<file path="config.mk">
export PLATFORM = sky130hd
export DESIGN_NAME = instruction_fetch_stage
export DESIGN_NICKNAME = d
export VERILOG_FILES = /design/src/rtl/mips_pkg.sv /design/src/rtl/if_id_pipe_reg.sv /design/src/rtl/instruction_fetch_stage.sv
export SDC_FILE = /design/constraint.sdc
export NUM_CORES = 1
export LEC_CHECK = 0
export CELL_PAD_IN_SITES_DETAIL_PLACEMENT = 1
export CELL_PAD_IN_SITES_GLOBAL_PLACEMENT = 2
export CORE_ASPECT_RATIO = 2
export CORE_MARGIN = 4
export CORE_UTILIZATION = 26
export CTS_BUF_LIST = sky130_fd_sc_hd__clkbuf_4
export CTS_CLUSTER_DIAMETER = 200
export CTS_CLUSTER_SIZE = 25
export DETAILED_ROUTE_END_ITERATION = 16
export PLACE_DENSITY_LB_ADDON = 0.15
export SLEW_MARGIN = 30
export SYNTH_ARGS = -nofsm -noshare
export SYNTH_HDL_FRONTEND = slang
export SYNTH_SLANG_ARGS = --single-unit
export TNS_END_PERCENT = 20
</file>
<file path="constraint.sdc">
create_clock -name clk -period 2.3 [get_ports clk]
set_input_delay 0.46 -clock clk [delete_from_list [all_inputs] [get_ports clk]]
set_output_delay 0.46 -clock clk [all_outputs]
set_load 0.01 [all_outputs]
</file>
<file path="src/rtl/mips_pkg.sv">
// Shared MIPS pipeline definitions: fetch defaults and fetch-state encoding.
package mips_pkg;

   localparam logic [31:0] NOP_WORD   = 32'h0000_0000;
   localparam logic [31:0] RESET_PC   = 32'h0000_0000;
   localparam int unsigned IMEM_DEPTH = 128;

   typedef enum logic [1:0] {
      BOOT  = 2'd0,
      RUN   = 2'd1,
      FAULT = 2'd2
   } fetch_state_e;

endpackage

</file>
<file path="src/rtl/if_id_pipe_reg.sv">
// IF/ID pipeline register: flush beats stall; an unloadable fetch becomes a NOP bubble.
module if_id_pipe_reg #(
   parameter logic [31:0] NOP_WORD = mips_pkg::NOP_WORD
) (
   input  logic        clk,
   input  logic        rst_n,
   input  logic        flush,
   input  logic        stall,
   input  logic        load,
   input  logic [31:0] instr_d,
   input  logic [31:0] pc_plus4_d,
   output logic [31:0] instr,
   output logic [31:0] pc_plus4,
   output logic        valid
);

   // pc_plus4 is left alone on bubbles; it is meaningless while valid=0.
   always_ff @(posedge clk or negedge rst_n) begin
      if (!rst_n) begin
         instr    <= NOP_WORD;
         pc_plus4 <= '0;
         valid    <= 1'b0;
      end else if (flush) begin
         instr <= NOP_WORD;
         valid <= 1'b0;
      end else if (!stall) begin
         if (load) begin
            instr    <= instr_d;
            pc_plus4 <= pc_plus4_d;
            valid    <= 1'b1;
         end else begin
            instr <= NOP_WORD;
            valid <= 1'b0;
         end
      end
   end

endmodule

</file>
<file path="src/rtl/instruction_fetch_stage.sv">
// MIPS IF stage: PC, next-PC mux, BOOT/RUN/FAULT FSM and the IF/ID register.
// IF_PERF_CNT_EN adds perf_fetched / perf_stalls counters.
module instruction_fetch_stage #(
   parameter logic [31:0] RESET_PC   = mips_pkg::RESET_PC,
   parameter int unsigned IMEM_DEPTH = mips_pkg::IMEM_DEPTH,
   parameter logic [31:0] NOP_WORD   = mips_pkg::NOP_WORD
) (
   input  logic        clk,
   input  logic        rst_n,
   input  logic        stall,
   input  logic        flush,
   input  logic        redirect_valid,
   input  logic [31:0] redirect_target,
   output logic [31:0] imem_addr,
   input  logic [31:0] imem_instr,
   output logic [31:0] if_id_instr,
   output logic [31:0] if_id_pc_plus4,
   output logic        if_id_valid,
   output logic        fetch_fault,
   output logic [31:0] pc_out
`ifdef IF_PERF_CNT_EN
   ,
   output logic [31:0] perf_fetched,
   output logic [31:0] perf_stalls
`endif
);

   import mips_pkg::*;

   fetch_state_e state, state_nxt;
   logic [31:0]  pc, pc_nxt, pc_plus4, target;
   logic         in_range, running;

   assign imem_addr   = {2'b00, pc[31:2]};
   assign pc_plus4    = pc + 32'd4;
   assign target      = {redirect_target[31:2], 2'b00};
   assign in_range    = imem_addr < IMEM_DEPTH;
   assign running     = (state == RUN);
   assign pc_out      = pc;
   assign fetch_fault = (state == FAULT);

   always_ff @(posedge clk or negedge rst_n) begin
      if (!rst_n) state <= BOOT;
      else        state <= state_nxt;
   end

   // A redirect arriving with an out-of-range fetch already repairs the PC, so no fault.
   always_comb begin
      state_nxt = state;
      case (state)
         BOOT:    state_nxt = RUN;
         RUN:     if (!redirect_valid && !stall && !in_range) state_nxt = FAULT;
         FAULT:   if (redirect_valid) state_nxt = RUN;
         default: state_nxt = BOOT;
      endcase
   end

   always_comb begin
      pc_nxt = pc;
      case (state)
         RUN: begin
            if (redirect_valid)        pc_nxt = target;
            else if (!stall && in_range) pc_nxt = pc_plus4;
         end
         FAULT:   if (redirect_valid) pc_nxt = target;
         default: pc_nxt = pc;
      endcase
   end

   always_ff @(posedge clk or negedge rst_n) begin
      if (!rst_n) pc <= RESET_PC;
      else        pc <= pc_nxt;
   end

   // Outside RUN the register is forced to a bubble regardless of stall.
   if_id_pipe_reg #(.NOP_WORD(NOP_WORD)) u_if_id (
      .clk        (clk),
      .rst_n      (rst_n),
      .flush      (flush | ~running),
      .stall      (stall),
      .load       (in_range),
      .instr_d    (imem_instr),
      .pc_plus4_d (pc_plus4),
      .instr      (if_id_instr),
      .pc_plus4   (if_id_pc_plus4),
      .valid      (if_id_valid)
   );

`ifdef IF_PERF_CNT_EN
   always_ff @(posedge clk or negedge rst_n) begin
      if (!rst_n) begin
         perf_fetched <= '0;
         perf_stalls  <= '0;
      end else begin
         if (running && !flush && !stall && in_range) perf_fetched <= perf_fetched + 32'd1;
         if (running && stall && !flush)              perf_stalls  <= perf_stalls + 32'd1;
      end
   end
`endif

endmodule

</file>
==> run metrics <==
CP Class flip-flop to flip-flop; critical path launch point type flip-flop; Routability Congestion a little over 0.8; worst hold-check path type input port to async pin; register area share after synthesis 0.514; post-layout util 0.406; RSZ-0062 raised after global routing no; CTS tree built; Die Area around 20000 um^2; synth warn 0; Overall Global Routing Usage 0.174; status finished clean; vias in the first global route 4764; Reg clk slew, reported paths approximately 150 ps; crit-path cells nor4_1 > nand2_1 > o32ai_2 > buf_12 > nand3_1 > a32o_1; Critical Path Start pc_out[16]; Final ANT Viol Nets 0; Critical Path AT 2520 ps; Initial Utilization 0.267; Worst-Skew Late Latency approximately 480 ps; floorplan row count 68; Total Neg Setup Slack 0 ps; Leak Pwr around 3 nW; Detailed Route WL between 15000 and 20000 um; nets around 700; commonest non-fill, non-tap cell in the layout clkdlybuf4s50_1; R2R cell count 6; Die Y about 200 um; wire per inst ~20 um; Pwr Density 1010 nW/um^2; Post-synth EDFFs 0; GRT overflow 0; Final Critical Period between 2000 and 2500 ps; sequential share of power 0.309; CP Buf/Inv Count 1; worst r2r src pc_out[16]; largest net degree at the start of global routing between 40 and 50; r2r setup slk 140 ps; io pins 199; Avg Cell Area, Syn between 10 and 15 um^2; Starting DRT DRC Count between 100 and 150; initial antenna violation count 1; Clk pwr share 0.127; worst slew pin tran 622 ps; core area ~17000 um^2; Cell Int Power 0.00425 W; Worst R2R End pc_out[30]; CP peak stage delay about 430 ps; peak supply drop ~0.00046 V; Unique masters post-synth around 50; critical path's top delay family compound AO/OA/AOI/OAI gates; clk root buf clkbuf_4; commonest cells after routing, fill and taps aside clkdlybuf4s50_1 (188), dfrtp_1 (94), buf_4 (46); DR vias/cell 4.98; Synth-to-Final Area Change 52.2%; crit path capture type flip-flop; final worst path period share 0.939; maxcap violations 0; Mapped Cells approximately 440; switching power share of the total 0.404; Place WS 90.6 ps; max-slew violation count 0; CP required about 2700 ps; NetSw approximately 0.0029 W; I/O Buffers 190; deepest clock path buffer count 2; DRC violations left 0; CTS H-Tree Depth 3; Slew HR 0.581; Fin. Hold Viols 0; final setup fails 0; Post-synth ARST share 1.00; drt first pass iters 4; vias after detailed routing 4252; die width 102 um; Clock Skew around 25 ps; Sinks on Clock Net 95; Crit-path slowest cell o32ai_2; layout cells sized above 1 0.123; Most used DFF post-synth dfrtp_1; Netlist Area Pre-Place 4630 um^2; Max Fclk around 0.46 GHz; Comb pwr share 0.565; first-pass GRT wire length around 27000 um; CTS Buf Count 9; Yosys reg bits between 90 and 100; crit path max fanout 13; setup slack after layout roughly 140 ps; DP HPWL roughly 13000 um
-- synth_stat cells (all sizes together) (3+ instances only) --
library cell | instances | area share
o21ai | 17 | 0.018
nand3 | 7 | 0.0076
nor4 | 12 | 0.025
a21oi | 20 | 0.022
inv | 8 | 0.0065
nand2 | 22 | 0.018
xnor2 | 3 | 0.0057
a2bb2oi | 3 | 0.0057
nor2 | 30 | 0.024
nand4 | 8 | 0.014
buf | 46 | 0.071
a22o | 32 | 0.061
a22oi | 3 | 0.0049
o32a | 5 | 0.011
a311oi | 3 | 0.0057
a32oi | 3 | 0.0057
clkbuf | 15 | 0.012
xor2 | 3 | 0.0057
and3 | 12 | 0.016
and2 | 4 | 0.0054
o211ai | 9 | 0.015
o311ai | 4 | 0.0076
nand2b | 6 | 0.0081
a21o | 3 | 0.0049
nor2b | 22 | 0.030
nor3 | 13 | 0.014
o22ai | 3 | 0.0041
a32o | 3 | 0.0065
ha | 4 | 0.011
a31oi | 5 | 0.0068
dfrtp | 95 | 0.51
-- flip-flops by register name (all words and copies together) (netlist names) --
signal,count
u_if_id.instr,32
u_if_id.valid,1
state,2
pc_out,30
u_if_id.pc_plus4,30
-- per-layer routing --
layer	routed length [um]	part of all wire	global-route usage
met5	0	0	0
met1	6220	0.36	0.181
met3	843	0.049	0.0383
met4	645	0.037	0.0827
met2	9580	0.55	0.321
-- cell type report --
type / count / area, um^2
clock buffers: 9 / 67.6
fillers: 1994 / 10300
diodes: 1 / 2.50
repair buffers: 241 / 2350
inverters: 8 / 30.0
well taps: 210 / 263
flip-flops and latches: 95 / 2380
multi-input cells: 283 / 1890
clock inverters: 7 / 63.8
-- worst max path at each step --
stage / endpoint / slack [ps] / cells past startpoint
finish: pc_out[30] / 140 / 6
global route: u_if_id.pc_plus4[4] / 20 / 7
CTS: pc_out[3] / 100 / 5
detailed placement: u_if_id.pc_plus4[7] / 90 / 6
global placement: pc_out[3] / 120 / 5
floorplan: pc_out[3] / 280 / 6
-- logic make-up after synthesis --
logic type / Yosys count / share of synthesized area
simple gates: 142 / 0.171
compound gates: 122 / 0.196
flops: 95 / 0.514
buf+inv: 69 / 0.0895
xor+xnor: 6 / 0.0114
fa+ha+maj: 4 / 0.0108
mux: 3 / 0.00703
other cells: 1 / 0.000810
-- power by group through the flow --
| stage | clock (W) | combinational [W] | sequential [W] |
|---|---|---|---|
| 5_1_grt | 0.00103 | 0.00434 | 0.00224 |
| 3_3_place_gp | 0 | 0.00398 | 0.00221 |
| 2_1_floorplan | 0 | 0.00176 | 0.00244 |
| 3_5_place_dp | 0 | 0.00405 | 0.00222 |
| 4_1_cts | 0.000968 | 0.00407 | 0.00219 |
| 6_report | 0.000905 | 0.00403 | 0.00220 |
-- per-stage QoR --
step / std cells / power, W / area, um^2 / hold WS (ps)
2_1_floorplan: 447 / 0.00419 / 4650 / 164
5_1_grt: 854 / 0.00761 / 7040 / 403
3_3_place_gp: 835 / 0.00619 / 6860 / 390
6_report: 854 / 0.00714 / 7040 / 416
4_1_cts: 852 / 0.00722 / 7000 / 361
3_5_place_dp: 835 / 0.00627 / 6860 / 386
-- timing repair --
| item | CTS | global route |
|---|---|---|
| setup endpoints to repair | 1 | 7 |
| pin swaps | 0 | 1 |
| hold endpoints to repair | 21 | 0 |
| buffers inserted | 0 | 1 |
| hold buffers | 1 | 0 |
| resized for setup | 1 | 4 |
Power figures use the tool's default switching activity.
